$ cat src/rtl/apb4_master_bridge_pkg.sv
// Shared types and defaults for the APB4 master bridge: FSM state
// encoding, the PPROT attribute type and default parameter values.
package apb4_pkg;

  localparam int DEF_ADDR_W      = 9;
  localparam int DEF_DATA_W      = 8;
  localparam int DEF_NUM_SLAVES  = 2;
  localparam int DEF_TIMEOUT_CYC = 16;

  // Bridge sequencing: idle, one-cycle setup phase, access phase with waits.
  typedef enum logic [1:0] {
    ST_IDLE   = 2'd0,
    ST_SETUP  = 2'd1,
    ST_ACCESS = 2'd2
  } apb_state_e;

  // PPROT[0]=privileged, PPROT[1]=non-secure, PPROT[2]=instruction.
  typedef logic [2:0] pprot_t;

  // Number of PADDR MSBs needed to pick one of n slaves.
  function automatic int sel_width(input int n);
    return $clog2(n);
  endfunction

endpackage

$ cat src/rtl/apb4_master_bridge_if.sv
// Bundle of the request, APB4 and response signals of the bridge.
// The master modport is the bridge's view; the slave modport is the
// view of whatever drives requests and models the APB slave.
interface apb4_master_bridge_if
  import apb4_pkg::*;
#(
  parameter int ADDR_W     = DEF_ADDR_W,
  parameter int DATA_W     = DEF_DATA_W,
  parameter int NUM_SLAVES = DEF_NUM_SLAVES
);

  // Request side
  logic                  transfer;
  logic                  req_ready;
  logic                  read_write;
  logic [ADDR_W-1:0]     req_addr;
  logic [DATA_W-1:0]     req_wdata;
  logic [DATA_W/8-1:0]   req_strb;
  pprot_t                req_prot;

  // APB4 bus
  logic [NUM_SLAVES-1:0] PSEL;
  logic                  PENABLE;
  logic                  PWRITE;
  logic [ADDR_W-1:0]     PADDR;
  logic [DATA_W-1:0]     PWDATA;
  logic [DATA_W/8-1:0]   PSTRB;
  pprot_t                PPROT;
  logic                  PREADY;
  logic [DATA_W-1:0]     PRDATA;
  logic                  PSLVERR;

  // Response side
  logic                  rsp_done;
  logic [DATA_W-1:0]     rsp_rdata;
  logic                  rsp_err;
  logic                  rsp_timeout;

  modport master (
    input  transfer, read_write, req_addr, req_wdata, req_strb, req_prot,
    input  PREADY, PRDATA, PSLVERR,
    output req_ready,
    output PSEL, PENABLE, PWRITE, PADDR, PWDATA, PSTRB, PPROT,
    output rsp_done, rsp_rdata, rsp_err, rsp_timeout
  );

  modport slave (
    output transfer, read_write, req_addr, req_wdata, req_strb, req_prot,
    output PREADY, PRDATA, PSLVERR,
    input  req_ready,
    input  PSEL, PENABLE, PWRITE, PADDR, PWDATA, PSTRB, PPROT,
    input  rsp_done, rsp_rdata, rsp_err, rsp_timeout
  );

endinterface

$ cat src/rtl/apb4_master_bridge_sel_decoder.sv
// Slave-select decoder: turns the PADDR MSB field into a one-hot PSEL
// vector, all zero while the bus is idle.
module apb4_sel_decoder
  import apb4_pkg::*;
#(
  parameter int  NUM_SLAVES = DEF_NUM_SLAVES,
  localparam int SEL_W      = sel_width(NUM_SLAVES)
) (
  input  logic [SEL_W-1:0]      sel_i,
  input  logic                  en_i,
  output logic [NUM_SLAVES-1:0] psel_o
);

  // One comparator per slave; only the addressed one goes high.
  for (genvar gi = 0; gi < NUM_SLAVES; gi++) begin : g_sel
    assign psel_o[gi] = en_i & (sel_i == SEL_W'(gi));
  end

endmodule

$ cat src/rtl/apb4_master_bridge.sv
// APB4 master bridge: accepts a simple valid/ready request, runs the
// APB4 setup/access sequence, and reports completion with a one-cycle
// rsp_done pulse. Back-to-back requests skip IDLE.
// Optional feature: define APB_TIMEOUT_EN to abort an access after
// TIMEOUT_CYC wait states (rsp_err=1, rsp_timeout=1, rsp_rdata=0).
module apb4_master_bridge
  import apb4_pkg::*;
#(
  parameter int ADDR_W      = DEF_ADDR_W,
  parameter int DATA_W      = DEF_DATA_W,
  parameter int NUM_SLAVES  = DEF_NUM_SLAVES,
  parameter int TIMEOUT_CYC = DEF_TIMEOUT_CYC
) (
  input logic                  PCLK,
  input logic                  PRESETn,
  apb4_master_bridge_if.master bus
);

  localparam int SEL_W  = sel_width(NUM_SLAVES);
  localparam int STRB_W = DATA_W / 8;

  apb_state_e          state_q, state_d;

  logic                write_q, write_d;
  logic [ADDR_W-1:0]   addr_q,  addr_d;
  logic [DATA_W-1:0]   wdata_q, wdata_d;
  logic [STRB_W-1:0]   strb_q,  strb_d;
  pprot_t              prot_q,  prot_d;

  logic                rsp_done_q,  rsp_done_d;
  logic                rsp_err_q,   rsp_err_d;
  logic [DATA_W-1:0]   rsp_rdata_q, rsp_rdata_d;

  logic                req_ready;
  logic                accept;
  logic                complete;
  logic                timeout_hit;
  logic [NUM_SLAVES-1:0] psel;

  // Ready in IDLE, or in ACCESS on the completing cycle; held low in reset.
  always_comb begin
    req_ready = 1'b0;
    if (PRESETn) begin
      if (state_q == ST_IDLE) begin
        req_ready = 1'b1;
      end else if (state_q == ST_ACCESS) begin
        req_ready = bus.PREADY;
      end
    end
  end

  assign accept   = bus.transfer & req_ready;
  assign complete = (state_q == ST_ACCESS) & bus.PREADY;

  // Next-state logic: SETUP is always one cycle; ACCESS waits for PREADY.
  always_comb begin
    state_d = state_q;
    unique case (state_q)
      ST_IDLE: begin
        if (accept) state_d = ST_SETUP;
      end
      ST_SETUP: begin
        state_d = ST_ACCESS;
      end
      ST_ACCESS: begin
        if (bus.PREADY) begin
          state_d = accept ? ST_SETUP : ST_IDLE;
        end else if (timeout_hit) begin
          state_d = ST_IDLE;
        end
      end
      default: state_d = ST_IDLE;
    endcase
  end

  // Capture the request on acceptance; strobes are zeroed for reads.
  always_comb begin
    write_d = write_q;
    addr_d  = addr_q;
    wdata_d = wdata_q;
    strb_d  = strb_q;
    prot_d  = prot_q;
    if (accept) begin
      write_d = bus.read_write;
      addr_d  = bus.req_addr;
      wdata_d = bus.req_wdata;
      strb_d  = bus.read_write ? bus.req_strb : '0;
      prot_d  = bus.req_prot;
    end
  end

  // Response: pulse done after completion or timeout; read data is held.
  always_comb begin
    rsp_done_d  = complete | timeout_hit;
    rsp_err_d   = (complete & bus.PSLVERR) | timeout_hit;
    rsp_rdata_d = rsp_rdata_q;
    if (complete && !write_q) begin
      rsp_rdata_d = bus.PRDATA;
    end else if (timeout_hit) begin
      rsp_rdata_d = '0;
    end
  end

  // State, command and response registers.
  always_ff @(posedge PCLK or negedge PRESETn) begin
    if (!PRESETn) begin
      state_q     <= ST_IDLE;
      write_q     <= 1'b0;
      addr_q      <= '0;
      wdata_q     <= '0;
      strb_q      <= '0;
      prot_q      <= '0;
      rsp_done_q  <= 1'b0;
      rsp_err_q   <= 1'b0;
      rsp_rdata_q <= '0;
    end else begin
      state_q     <= state_d;
      write_q     <= write_d;
      addr_q      <= addr_d;
      wdata_q     <= wdata_d;
      strb_q      <= strb_d;
      prot_q      <= prot_d;
      rsp_done_q  <= rsp_done_d;
      rsp_err_q   <= rsp_err_d;
      rsp_rdata_q <= rsp_rdata_d;
    end
  end

`ifdef APB_TIMEOUT_EN
  localparam int CNT_W = $clog2(TIMEOUT_CYC + 1);

  logic [CNT_W-1:0] wait_cnt_q, wait_cnt_d;
  logic             rsp_timeout_q, rsp_timeout_d;

  // Count stalled ACCESS cycles; zero outside ACCESS so each SETUP starts fresh.
  always_comb begin
    timeout_hit = 1'b0;
    wait_cnt_d  = '0;
    if (state_q == ST_ACCESS && !bus.PREADY) begin
      if (wait_cnt_q == CNT_W'(TIMEOUT_CYC - 1)) begin
        timeout_hit = 1'b1;
      end else begin
        wait_cnt_d = wait_cnt_q + 1'b1;
      end
    end
    rsp_timeout_d = timeout_hit;
  end

  // Wait counter and timeout flag registers.
  always_ff @(posedge PCLK or negedge PRESETn) begin
    if (!PRESETn) begin
      wait_cnt_q    <= '0;
      rsp_timeout_q <= 1'b0;
    end else begin
      wait_cnt_q    <= wait_cnt_d;
      rsp_timeout_q <= rsp_timeout_d;
    end
  end

  assign bus.rsp_timeout = rsp_timeout_q;
`else
  // No wait-state limit: an access lasts until the slave raises PREADY.
  logic unused_timeout_cfg;
  assign unused_timeout_cfg = (TIMEOUT_CYC > 0);
  assign timeout_hit        = 1'b0;
  assign bus.rsp_timeout    = 1'b0;
`endif

  apb4_sel_decoder #(
    .NUM_SLAVES (NUM_SLAVES)
  ) u_sel_decoder (
    .sel_i  (addr_q[ADDR_W-1 -: SEL_W]),
    .en_i   (state_q != ST_IDLE),
    .psel_o (psel)
  );

  assign bus.req_ready = req_ready;
  assign bus.PSEL      = psel;
  assign bus.PENABLE   = (state_q == ST_ACCESS);
  assign bus.PWRITE    = write_q;
  assign bus.PADDR     = addr_q;
  assign bus.PWDATA    = wdata_q;
  assign bus.PSTRB     = strb_q;
  assign bus.PPROT     = prot_q;
  assign bus.rsp_done  = rsp_done_q;
  assign bus.rsp_rdata = rsp_rdata_q;
  assign bus.rsp_err   = rsp_err_q;

endmodule

$ cat src/flat_wrapper.sv
// flat-port wrapper written by rule: the top's interface ports become plain ports
module apb4_master_bridge_flat import apb4_pkg::*;
#(
  parameter int ADDR_W      = DEF_ADDR_W,
  parameter int DATA_W      = DEF_DATA_W,
  parameter int NUM_SLAVES  = DEF_NUM_SLAVES,
  parameter int TIMEOUT_CYC = DEF_TIMEOUT_CYC
)
  (PCLK, PRESETn, bus_transfer, bus_read_write, bus_req_addr, bus_req_wdata, bus_req_strb, bus_req_prot, bus_PREADY, bus_PRDATA, bus_PSLVERR, bus_req_ready, bus_PSEL, bus_PENABLE, bus_PWRITE, bus_PADDR, bus_PWDATA, bus_PSTRB, bus_PPROT, bus_rsp_done, bus_rsp_rdata, bus_rsp_err, bus_rsp_timeout);
  apb4_master_bridge_if #(.ADDR_W(ADDR_W), .DATA_W(DATA_W), .NUM_SLAVES(NUM_SLAVES)) bus_i ();
  input logic PCLK;
  input logic PRESETn;
  input wire logic [$bits(bus_i.transfer)-1:0] bus_transfer;
  input wire logic [$bits(bus_i.read_write)-1:0] bus_read_write;
  input wire logic [$bits(bus_i.req_addr)-1:0] bus_req_addr;
  input wire logic [$bits(bus_i.req_wdata)-1:0] bus_req_wdata;
  input wire logic [$bits(bus_i.req_strb)-1:0] bus_req_strb;
  input wire logic [$bits(bus_i.req_prot)-1:0] bus_req_prot;
  input wire logic [$bits(bus_i.PREADY)-1:0] bus_PREADY;
  input wire logic [$bits(bus_i.PRDATA)-1:0] bus_PRDATA;
  input wire logic [$bits(bus_i.PSLVERR)-1:0] bus_PSLVERR;
  output wire logic [$bits(bus_i.req_ready)-1:0] bus_req_ready;
  output wire logic [$bits(bus_i.PSEL)-1:0] bus_PSEL;
  output wire logic [$bits(bus_i.PENABLE)-1:0] bus_PENABLE;
  output wire logic [$bits(bus_i.PWRITE)-1:0] bus_PWRITE;
  output wire logic [$bits(bus_i.PADDR)-1:0] bus_PADDR;
  output wire logic [$bits(bus_i.PWDATA)-1:0] bus_PWDATA;
  output wire logic [$bits(bus_i.PSTRB)-1:0] bus_PSTRB;
  output wire logic [$bits(bus_i.PPROT)-1:0] bus_PPROT;
  output wire logic [$bits(bus_i.rsp_done)-1:0] bus_rsp_done;
  output wire logic [$bits(bus_i.rsp_rdata)-1:0] bus_rsp_rdata;
  output wire logic [$bits(bus_i.rsp_err)-1:0] bus_rsp_err;
  output wire logic [$bits(bus_i.rsp_timeout)-1:0] bus_rsp_timeout;
  assign bus_i.transfer = bus_transfer;
  assign bus_i.read_write = bus_read_write;
  assign bus_i.req_addr = bus_req_addr;
  assign bus_i.req_wdata = bus_req_wdata;
  assign bus_i.req_strb = bus_req_strb;
  assign bus_i.req_prot = bus_req_prot;
  assign bus_i.PREADY = bus_PREADY;
  assign bus_i.PRDATA = bus_PRDATA;
  assign bus_i.PSLVERR = bus_PSLVERR;
  assign bus_req_ready = bus_i.req_ready;
  assign bus_PSEL = bus_i.PSEL;
  assign bus_PENABLE = bus_i.PENABLE;
  assign bus_PWRITE = bus_i.PWRITE;
  assign bus_PADDR = bus_i.PADDR;
  assign bus_PWDATA = bus_i.PWDATA;
  assign bus_PSTRB = bus_i.PSTRB;
  assign bus_PPROT = bus_i.PPROT;
  assign bus_rsp_done = bus_i.rsp_done;
  assign bus_rsp_rdata = bus_i.rsp_rdata;
  assign bus_rsp_err = bus_i.rsp_err;
  assign bus_rsp_timeout = bus_i.rsp_timeout;
  apb4_master_bridge #(.ADDR_W(ADDR_W), .DATA_W(DATA_W), .NUM_SLAVES(NUM_SLAVES), .TIMEOUT_CYC(TIMEOUT_CYC)) u_core (.PCLK(PCLK), .PRESETn(PRESETn), .bus(bus_i));
endmodule
$ cat config.mk
export PLATFORM = sky130hd
export DESIGN_NAME = apb4_master_bridge_flat
export DESIGN_NICKNAME = d
export VERILOG_FILES = /design/src/rtl/apb4_master_bridge_pkg.sv /design/src/rtl/apb4_master_bridge_if.sv /design/src/rtl/apb4_master_bridge_sel_decoder.sv /design/src/rtl/apb4_master_bridge.sv /design/src/flat_wrapper.sv
export SDC_FILE = /design/constraint.sdc
export NUM_CORES = 1
export LEC_CHECK = 0
export ABC_AREA = 1
export CAP_MARGIN = 20
export CELL_PAD_IN_SITES_DETAIL_PLACEMENT = 2
export CELL_PAD_IN_SITES_GLOBAL_PLACEMENT = 2
export CORE_MARGIN = 2
export CORE_UTILIZATION = 19
export DETAILED_ROUTE_END_ITERATION = 6
export PLACE_DENSITY_LB_ADDON = 0.1
export SKIP_CTS_REPAIR_TIMING = 1
export SLEW_MARGIN = 25
export SYNTH_ARGS = -nofsm -noshare
export SYNTH_HDL_FRONTEND = slang
export SYNTH_SLANG_ARGS = --single-unit
$ cat constraint.sdc
create_clock -name PCLK -period 1.1 [get_ports PCLK]
set_input_delay 0.22 -clock PCLK [delete_from_list [all_inputs] [get_ports PCLK]]
set_output_delay 0.22 -clock PCLK [all_outputs]
set_load 0.01 [all_outputs]
### Word-level counts from Yosys, hierarchy flattened

Index checks and enable logic that the tools add are counted.

| word-level totals | value |
|---|---|
| flip-flop bits (word level) | 34 |
| input port bits | 35 |
| output and inout port bits | 37 |
| logic and storage cells | 32 |

| cells by class | value |
|---|---|
| eq/ne operators | 4 |
| mux-type cells | 8 |
| bitwise gates (word level) | 6 |
| reductions and logical operators | 5 |

Operators by type and width:

| kind | number |
|---|---|
| one-hot mux 2 bit (3 select lines) | 1 |
| AND 1 bit | 5 |
| two-way mux 1 bit | 5 |
| two-way mux 2 bit | 2 |
| equality test 2 x 1 -> 1 bit (second input constant) | 1 |
| equality test 2 bit (second input constant) | 1 |
| logical NOT 2 bit | 1 |
| inequality test 2 x 1 -> 1 bit (second input constant) | 1 |
| inequality test 2 bit (second input constant) | 1 |
| AND reduction 2 bit | 1 |
| nonzero test 2 bit | 1 |
| logical AND 1 bit | 1 |
| logical NOT 1 bit | 1 |
| NOT 1 bit | 1 |

### Logic depth before layout (Yosys ltp)

Gate-level depths: netlist (run 1).

| depth | value |
|---|---|
| depth in word-level cells | 8 |
| mapped depth | 7 |
| depth with buffers taken out | 7 |

### Hierarchy

Synthesis (run 1) repeated with hierarchy kept, for this count alone.

| unflattened totals | value |
|---|---|
| cell total of the unflattened synthesis | 158 |
| area total of the unflattened synthesis | 1420.1 um^2 |

By module, submodules not included:

| module | times used | cells an instance | area each (um^2) | seq. area each (um^2) |
|---|---|---|---|---|
| apb4_master_bridge | 1 | 154 | 1402.6 | 850.8 |
| apb4_sel_decoder | 1 | 4 | 17.5 | 0.0 |

### Worst setup path after synthesis (run 1)

OpenSTA, ideal clock, no wires.

| timing path | value |
|---|---|
| path type | reg2reg |
| from | register u_core.state_q[1] |
| to | register u_core.rsp_rdata_q[0], in the netlist u_core.bus.rsp_rdata[0] |
| library setup time | 117 ps |
| arrival time | 1005 ps |
| data required time | 983 ps |
| path slack | -22 ps |
| cell stages (with the launch flop) | 8 |
| buffers on the path | 0 |
| period minus slack after synthesis | 1122 ps |
| path through | dfrtp_1 > inv_1 > nor2_2 > nand2_2 > inv_2 > nand2_2 > nand2_1 > nand2_1 |

| between the ends | value |
|---|---|
| longest elaborated chain between the ends | 3 |

Ends and longest elaborated chain:

| element | RTL line | RTL |
|---|---|---|
| from (decl) | apb4_master_bridge.sv:22 | `apb_state_e state_q, state_d;` |
| from (signal assigned) | apb4_master_bridge.sv:117 | `state_q <= state_d;` |
| equality test 2 bit | n/a |  |
| net bus_PENABLE | flat_wrapper.sv:24 | `output wire logic [$bits(bus_i.PENABLE)-1:0] bus_PENABLE;` |
| AND 1 bit | apb4_master_bridge.sv:53 | `assign complete = (state_q == ST_ACCESS) & bus.PREADY;` |
| net u_core.complete | apb4_master_bridge.sv:36 | `logic complete;` |
| logical AND 1 bit | apb4_master_bridge.sv:97 | `if (complete && !write_q) begin` |
| to (signal assigned) | apb4_master_bridge.sv:125 | `rsp_rdata_q <= rsp_rdata_d;` |
| to (decl) | apb4_master_bridge.sv:32 | `logic [DATA_W-1:0] rsp_rdata_q, rsp_rdata_d;` |

The timed path passes the listed nets, and every way through them passes these cells.
A chain may end at the register's enable or synchronous reset.

### Worst setup path after layout (run 1)

| timing path | value |
|---|---|
| from | register u_core.state_q[1] |
| to | output port bus_req_ready |

| between the ends | value |
|---|---|
| longest elaborated chain between the ends | 4 |
| elaborated cells between the ends (all ways) | 5 |
| classes of those cells | eq/ne (1); mux (3); reduce/logical (1) |

Ends and longest elaborated chain:

| element | RTL line | RTL |
|---|---|---|
| equality test 2 bit | apb4_master_bridge.sv:46 | `end else if (state_q == ST_ACCESS) begin` |
| two-way mux 1 bit | apb4_master_bridge.sv:46 |  |
| two-way mux 1 bit * | apb4_master_bridge.sv:44 | `if (state_q == ST_IDLE) begin` |
| two-way mux 1 bit * | apb4_master_bridge.sv:43 | `if (PRESETn) begin` |
| to (decl) | flat_wrapper.sv:22 | `output wire logic [$bits(bus_i.req_ready)-1:0] bus_req_ready;` |

Every way passes the cells marked *; elsewhere a longest branch is shown, timed or not.

==> metrics.txt, run 1 <==
# TYPE chip_impl_metric gauge
chip_impl_metric{name="wire_length_per_cell_after_detailed_routing",unit="µm"} 15.27
chip_impl_metric{name="powerDensity",unit="nW/µm²"} 1594
chip_impl_metric{name="drt-initial-drc-count",unit=""} 35
chip_impl_metric{name="detailed_route_wire_length",unit="µm"} 5406
chip_impl_metric{name="worst_clock_skew",unit="ns"} 0.006578
chip_impl_info{name="source_of_the_critical_timing_path",value="u_core.state_q[1]"} 1
chip_impl_metric{name="period_share",unit=""} 1.274
chip_impl_metric{name="clk-insertion-delay-late",unit="ns"} 0.29
chip_impl_metric{name="critPathMaxStageDelay",unit="ns"} 0.46
chip_impl_metric{name="yosysUniqueCellTypes",unit=""} 17
chip_impl_metric{name="io-pin-count",unit=""} 72
chip_impl_metric{name="track_usage",unit=""} 0.1278
chip_impl_metric{name="synth_top_cell_area_share",unit=""} 0.6002
chip_impl_info{name="critical-path-slowest-cell",value="dfrtp_2"} 1
chip_impl_metric{name="power.leakage",unit="nW"} 1.565
chip_impl_info{name="status",value="finished with violations"} 1
chip_impl_metric{name="design.final.nets",unit=""} 290
chip_impl_info{name="setup_repair_after_global_routing_missed_its_margin",value="yes"} 1
chip_impl_info{name="r2r-end",value="u_core.bus.PADDR[2]"} 1
chip_impl_metric{name="yosys.area_share.xor_xnor",unit=""} 0
chip_impl_metric{name="worst_ir_drop_vdd",unit="µV"} 505.5
chip_impl_metric{name="post_synth_fa_ha_maj_area_fraction",unit=""} 0
chip_impl_metric{name="design.core.area",unit="µm²"} 7253
chip_impl_metric{name="cp.required",unit="ns"} 0.88
chip_impl_metric{name="die_h",unit="µm"} 90.38
chip_impl_metric{name="critPathMaxFanout",unit=""} 4
chip_impl_metric{name="asyncSetResetFlopFracSynth",unit=""} 1.000
chip_impl_metric{name="timing.critical_path.arrival",unit="ns"} 1.18
chip_impl_info{name="cp-endpoint",value="bus_req_ready"} 1
chip_impl_metric{name="synthToLayoutAreaGrowth",unit="%"} 91.44
chip_impl_metric{name="detail_route.drc_violations",unit=""} 0
chip_impl_metric{name="vias",unit=""} 1480
chip_impl_metric{name="place_worst_setup_slack",unit="ns"} -0.7742
chip_impl_metric{name="cts.reportedPaths.clkPinSlew",unit="ns"} 0.07
chip_impl_metric{name="clock.fmax",unit="MHz"} 713.7
chip_impl_metric{name="cts-buffers-inserted",unit=""} 5
chip_impl_metric{name="fin_setup_tns",unit="ns"} -7.929
chip_impl_info{name="clk_root_buffer_cell",value="clkbuf_8"} 1
chip_impl_metric{name="postSynthCellCount",unit=""} 157
chip_impl_metric{name="layout_min_cycle_time",unit="ns"} 1.401
chip_impl_metric{name="grt_max_degree",unit=""} 25
chip_impl_metric{name="port-buffer-count",unit=""} 70
chip_impl_metric{name="final_antenna_net_count",unit=""} 0
chip_impl_info{name="worstSetupEndpointType",value="primary output"} 1
chip_impl_info{name="violations",value="setup timing"} 1
chip_impl_info{name="synth.area.top_cells",value="dfrtp_1 (60%), nand2_1 (19%), nand4_1 (9.7%)"} 1
chip_impl_metric{name="die_x",unit="µm"} 90.38
chip_impl_metric{name="yosys.area_share.simple",unit=""} 0.3257
chip_impl_metric{name="synth_mux_area_frac",unit=""} 0
chip_impl_metric{name="dp_hpwl",unit="µm"} 3691
chip_impl_metric{name="diodes_inserted",unit=""} 0
chip_impl_metric{name="numClockSinks",unit=""} 34
chip_impl_info{name="rr_startpoint",value="u_core.state_q[1]"} 1
chip_impl_metric{name="global_route_wire_length_before_repair",unit="µm"} 8204
chip_impl_info{name="synth_most_common_cell",value="nand2_1"} 1
chip_impl_info{name="cts_tree",value="done"} 1
chip_impl_metric{name="ctsLongestPathBuffers",unit=""} 2
chip_impl_metric{name="cts.htree.levels",unit=""} 2
chip_impl_metric{name="yosys_warnings",unit=""} 0
chip_impl_info{name="postSynth.topFlopCell",value="dfrtp_1"} 1
chip_impl_metric{name="cp_num_cells",unit=""} 3
chip_impl_metric{name="synth_compound_gate_area_share",unit=""} 0.01500
chip_impl_metric{name="drive_gt1_frac",unit=""} 0.3569
chip_impl_metric{name="rows",unit=""} 31
chip_impl_metric{name="gpl.final_weighted_congestion",unit=""} 0.6325
chip_impl_info{name="synth_largest_area_cell",value="dfrtp_1"} 1
chip_impl_metric{name="postSynthNetCount",unit=""} 192
chip_impl_info{name="critical_path_class",value="flip-flop to primary output"} 1
chip_impl_metric{name="final_hold_viols",unit=""} 0
chip_impl_metric{name="design.die.area",unit="µm²"} 8168
chip_impl_metric{name="initial_cell_density_of_the_core",unit=""} 0.1954
chip_impl_metric{name="setup.reg_to_reg.worst_slack",unit="ns"} -0.27
chip_impl_metric{name="synth.yosys.seq_area_share",unit=""} 0.6002
chip_impl_info{name="crit_path_cell_trace",value="a21oi_4 > and2_4 > buf_6"} 1
chip_impl_metric{name="slew_violations",unit=""} 0
chip_impl_metric{name="report.final.setup_viol",unit=""} 37
chip_impl_info{name="cp_delay_by_family_top",value="flip-flops"} 1
chip_impl_metric{name="ys_seq_elements",unit=""} 34
chip_impl_info{name="critPathLaunchType",value="flip-flop"} 1
chip_impl_metric{name="max_cap_viol_count",unit=""} 0
chip_impl_info{name="ys_top_cells_by_count",value="nand2_1 (70), dfrtp_1 (34), nand4_1 (22), inv_1 (6)"} 1
chip_impl_metric{name="synth.cell_area",unit="µm²"} 1418
chip_impl_metric{name="globalRoute.totalOverflow",unit=""} 0
chip_impl_metric{name="final.setup.worst_slack",unit="ns"} -0.3011
chip_impl_metric{name="detail_route.vias_per_cell",unit=""} 4.181
chip_impl_metric{name="combined_buffer_and_inverter_count_along_the_critical_path",unit=""} 1
chip_impl_metric{name="via_count_of_the_first_global_routing_pass",unit=""} 1671
chip_impl_info{name="hp-class",value="primary input to async pin"} 1
chip_impl_info{name="synth_top_family_by_area",value="simple AND/OR/NAND/NOR gates"} 1
chip_impl_metric{name="r2r_cells",unit=""} 7
chip_impl_metric{name="syn-mean-instance-area",unit="µm²"} 9.029
chip_impl_metric{name="antenna_violations_before_repair",unit=""} 0
chip_impl_metric{name="drt_pre_antenna_iters",unit=""} 2
chip_impl_metric{name="synth_edf_count",unit=""} 0
-- layout by cell type (no fill, tap or decap), drive strengths merged --
cell and instances:
a21oi 2, and2 1, buf 32, clkbuf 22, clkdlybuf4s50 32, clkinv 1
conb 1, dfrtp 34, dlygate4sd3 1, dlymetal6s2s 21, inv 7, nand2 72
nand3 1, nand4 22, nor2 6
-- power by group --
part | switching, mW | internal, mW | total (mW)
registers | 0.189 | 1.56 | 1.74
logic | 0.764 | 0.924 | 1.69
clock network | 0.455 | 0.436 | 0.891
-- tightest hold or removal path, stage by stage --
cell,delay (ns)
buf_2,0.13
buf_4,0.19
buf_4,0.23
-- cells by family after synthesis --
group	count (synthesis)
other cells	1
compound gates	2
simple gates	102
flops	34
buf+inv	18
-- layer usage --
layer  wire length [µm]  GRT usage
met1               2169     0.1356
met4                 71    0.04231
met3                302    0.05008
met5                  0          0
met2               2861     0.2312
-- how the worst min path moves through the flow --
stage / startpoint / to / slack, ns / cells after the start
2_1_floorplan: PRESETn / u_core.bus.PADDR[0] / -0.08 / 0
3_3_place_gp: PRESETn / u_core.bus.PADDR[3] / 0.22 / 2
3_5_place_dp: PRESETn / u_core.bus.PADDR[2] / 0.23 / 2
4_1_cts: PRESETn / u_core.bus.PADDR[2] / -0.09 / 2
5_1_grt: PRESETn / u_core.bus.PWDATA[3] / 0.13 / 3
6_report: PRESETn / u_core.bus.PWDATA[3] / 0.12 / 3
-- flip-flops by register name, indices dropped and copies added, names as in the netlist --
name and cells:
u_core.state_q 2, u_core.bus.rsp_done 1, u_core.bus.PWRITE 1, u_core.bus.rsp_rdata 8, u_core.bus.rsp_err 1, u_core.bus.PADDR 9, u_core.bus.PPROT 3, u_core.bus.PSTRB 1
u_core.bus.PWDATA 8
-- metrics by stage --
stage	hold slack [ns]	instances	utilization	total power [mW]	instance area (µm²)
floorplan	-0.07559	157	-	2.264	1423
global placement	0.2216	330	0.3167	3.187	2297
detailed placement	0.2277	330	0.3167	3.261	2297
CTS	-0.09476	337	0.3272	4.194	2374
global route	0.1300	354	0.3742	4.655	2714
finish	0.1201	354	0.3742	4.325	2714
-- final cells by class --
| class | instances | area [µm²] |
|---|---|---|
| Multi-Input combinational cell | 105 | 609.3 |
| Fill cell | 799 | 4539 |
| Inverter | 8 | 35.03 |
| Timing Repair Buffer | 101 | 1016 |
| Sequential cell | 34 | 853.3 |
| Clock buffer | 7 | 76.32 |
| Tap cell | 99 | 123.9 |
Power figures use the tool's default switching activity.
==> run 2: changes to the inputs <==
--- a/config.mk
+++ b/config.mk
@@ -11,6 +11,7 @@
 export CELL_PAD_IN_SITES_GLOBAL_PLACEMENT = 2
 export CORE_MARGIN = 2
 export CORE_UTILIZATION = 19
+export CTS_CLUSTER_DIAMETER = 50
 export DETAILED_ROUTE_END_ITERATION = 6
 export PLACE_DENSITY_LB_ADDON = 0.1
 export SKIP_CTS_REPAIR_TIMING = 1
==> results of run 2 <==
No change in the layout: final DEF, timing and power equal those of run 1.
==> run 3: changes to the inputs <==
--- a/config.mk
+++ b/config.mk
@@ -10,8 +10,8 @@
 export CELL_PAD_IN_SITES_DETAIL_PLACEMENT = 2
 export CELL_PAD_IN_SITES_GLOBAL_PLACEMENT = 2
 export CORE_MARGIN = 2
-export CORE_UTILIZATION = 19
-export CTS_CLUSTER_DIAMETER = 50
+export CORE_UTILIZATION = 21
+export CTS_CLUSTER_DIAMETER = 100
 export DETAILED_ROUTE_END_ITERATION = 6
 export PLACE_DENSITY_LB_ADDON = 0.1
 export SKIP_CTS_REPAIR_TIMING = 1
==> constraint.sdc (replaced) <==
create_clock -name PCLK -period 1.6 [get_ports PCLK]
set_input_delay 0.32 -clock PCLK [delete_from_list [all_inputs] [get_ports PCLK]]
set_output_delay 0.32 -clock PCLK [all_outputs]
set_load 0.01 [all_outputs]
==> metrics.txt, run 3 (synthesis gave the netlist of run 1 again) <==
# TYPE chip_impl_metric gauge
chip_impl_metric{name="design.final.nets",unit=""} 270
chip_impl_metric{name="slew_violations",unit=""} 0
chip_impl_metric{name="synthToLayoutAreaGrowth",unit="%"} 70.52
chip_impl_metric{name="critPathMaxStageDelay",unit="ns"} 0.55
chip_impl_metric{name="drive_gt1_frac",unit=""} 0.1356
chip_impl_metric{name="diodes_inserted",unit=""} 0
chip_impl_metric{name="detailed_route_wire_length",unit="µm"} 4927
chip_impl_info{name="cp-endpoint",value="bus_PWDATA[1]"} 1
chip_impl_metric{name="via_count_of_the_first_global_routing_pass",unit=""} 1617
chip_impl_metric{name="powerDensity",unit="nW/µm²"} 1321
chip_impl_metric{name="max_slew_margin",unit=""} 0.6632
chip_impl_metric{name="fillCellCount",unit=""} 709
chip_impl_info{name="rr_startpoint",value="u_core.state_q[1]"} 1
chip_impl_metric{name="vias",unit=""} 1406
chip_impl_metric{name="grt_max_degree",unit=""} 45
chip_impl_metric{name="wire_length_per_cell_after_detailed_routing",unit="µm"} 15.74
chip_impl_metric{name="final_hold_viols",unit=""} 0
chip_impl_metric{name="ctsLongestPathBuffers",unit=""} 2
chip_impl_metric{name="die_x",unit="µm"} 86.16
chip_impl_info{name="source_of_the_critical_timing_path",value="u_core.bus.PWDATA[1]"} 1
chip_impl_info{name="clk_root_buffer_cell",value="clkbuf_8"} 1
chip_impl_metric{name="timing.critical_path.arrival",unit="ns"} 1.22
chip_impl_metric{name="global_route_wire_length_before_repair",unit="µm"} 7990
chip_impl_metric{name="clock.fmax",unit="MHz"} 650.5
chip_impl_metric{name="drt_pre_antenna_iters",unit=""} 4
chip_impl_info{name="most_common_cell_after_layout_fill_and_taps_aside",value="nand2_1"} 1
chip_impl_metric{name="final_antenna_net_count",unit=""} 0
chip_impl_metric{name="track_usage",unit=""} 0.1413
chip_impl_metric{name="report.final.setup_viol",unit=""} 0
chip_impl_metric{name="power.leakage",unit="nW"} 1.232
chip_impl_metric{name="port-buffer-count",unit=""} 70
chip_impl_metric{name="dp_hpwl",unit="µm"} 3602
chip_impl_metric{name="final_area",unit="µm²"} 2417
chip_impl_metric{name="cts.reportedPaths.clkPinSlew",unit="ns"} 0.08
chip_impl_metric{name="r2r_cells",unit=""} 6
chip_impl_metric{name="period_share",unit=""} 0.9609
chip_impl_metric{name="clk-insertion-delay-late",unit="ns"} 0.29
chip_impl_metric{name="cp_num_cells",unit=""} 1
chip_impl_info{name="r2r-end",value="u_core.bus.PADDR[7]"} 1
chip_impl_metric{name="io-pin-count",unit=""} 72
chip_impl_info{name="worstSetupEndpointType",value="primary output"} 1
chip_impl_metric{name="placement_stage_cell_area",unit="µm²"} 2255
chip_impl_metric{name="detail_route.vias_per_cell",unit=""} 4.492
chip_impl_info{name="status",value="finished, final reports clean"} 1
chip_impl_metric{name="worst_ir_drop_vdd",unit="µV"} 430.4
chip_impl_metric{name="cp.required",unit="ns"} 1.28
chip_impl_metric{name="worst_clock_skew",unit="ns"} 0.007306
chip_impl_metric{name="cts-buffers-inserted",unit=""} 5
chip_impl_info{name="cts_tree",value="done"} 1
chip_impl_metric{name="globalRoute.totalOverflow",unit=""} 0
chip_impl_info{name="hp-class",value="primary input to async pin"} 1
chip_impl_metric{name="max_cap_viol_count",unit=""} 0
chip_impl_metric{name="antenna_violations_before_repair",unit=""} 0
chip_impl_info{name="crit_path_cell_trace",value="clkdlybuf4s50_1"} 1
chip_impl_metric{name="numClockSinks",unit=""} 34
chip_impl_info{name="cp_delay_by_family_top",value="buffers and inverters"} 1
chip_impl_metric{name="gpl.final_weighted_congestion",unit=""} 0.7215
chip_impl_info{name="setup_repair_after_global_routing_missed_its_margin",value="no"} 1
chip_impl_metric{name="initial_cell_density_of_the_core",unit=""} 0.2207
chip_impl_info{name="critical-path-slowest-cell",value="clkdlybuf4s50_1"} 1
chip_impl_metric{name="setup.reg_to_reg.worst_slack",unit="ns"} 0.14
chip_impl_metric{name="layout_min_cycle_time",unit="ns"} 1.537
chip_impl_metric{name="design.core.area",unit="µm²"} 6422
chip_impl_metric{name="rows",unit=""} 29
chip_impl_metric{name="die_h",unit="µm"} 86.16
chip_impl_metric{name="hold_slack",unit="ns"} 0.1294
chip_impl_metric{name="combined_buffer_and_inverter_count_along_the_critical_path",unit=""} 1
chip_impl_info{name="critPathLaunchType",value="flip-flop"} 1
chip_impl_info{name="highest_count_cells_in_the_layout_ignoring_fill_and_taps",value="nand2_1 (70), clkdlybuf4s50_1 (62), dfrtp_1 (32), nand4_1 (22), buf_4 (10)"} 1
chip_impl_metric{name="largest_reg_flops",unit=""} 9
chip_impl_metric{name="worst_pin_slew",unit="ns"} 0.5052
chip_impl_metric{name="design.die.area",unit="µm²"} 7424
chip_impl_metric{name="detail_route.drc_violations",unit=""} 0
chip_impl_info{name="critical_path_class",value="flip-flop to primary output"} 1
chip_impl_metric{name="critPathMaxFanout",unit=""} 2
chip_impl_metric{name="drt-initial-drc-count",unit=""} 47
chip_impl_metric{name="cts.htree.levels",unit=""} 2
## run 3: report_power, final
| group | total, mW | switching [mW] | internal [mW] |
|---|---|---|---|
| registers | 1.19 | 0.124 | 1.07 |
| logic | 0.999 | 0.444 | 0.555 |
| clock network | 1.00 | 0.335 | 0.665 |
## run 3: cell type report
type,count,area [µm²],area share
Clock buffer,6,82.58,0.03416
Clock inverter,2,60.06,0.02484
Inverter,8,30.03,0.01242
Multi-Input combinational cell,105,494.2,0.2045
Sequential cell,34,853.3,0.3530
Tap cell,77,96.34,0.03986
Timing Repair Buffer,81,800.8,0.3313
## run 3: how the worst min path moves through the flow
stage,endpoint,slack (ns),cells after the start
6_report,u_core.bus.PADDR[8],0.13,2
5_1_grt,u_core.bus.PADDR[8],0.17,2
4_1_cts,u_core.bus.PWDATA[7],0.13,2
3_5_place_dp,u_core.bus.PADDR[2],0.45,2
3_3_place_gp,u_core.bus.PADDR[7],0.43,2
2_1_floorplan,u_core.bus.PADDR[0],0.02,0
## run 3: stage by stage
step                total power, mW    util  setup slack, ns  setup TNS (ns)  cells
floorplan                     1.554       -           0.4756               0    157
global placement              2.178  0.3511          -0.4446          -7.131    305
detailed placement            2.233  0.3511          -0.4333          -8.367    305
CTS                           3.250  0.3733          -0.4500          -2.480    313
global route                  3.384  0.3764         0.006732               0    313
finish                        3.193  0.3764          0.06263               0    313
## run 3: routing by layer
| metal | vias up | wire, µm | GRT usage |
|---|---|---|---|
| met4 | 0 | 72 | 0.06494 |
| met5 | - | 0 | 0 |
| li1 | 657 | - | - |
| met1 | 695 | 2039 | 0.1645 |
| met2 | 48 | 2502 | 0.2431 |
| met3 | 6 | 313 | 0.03561 |
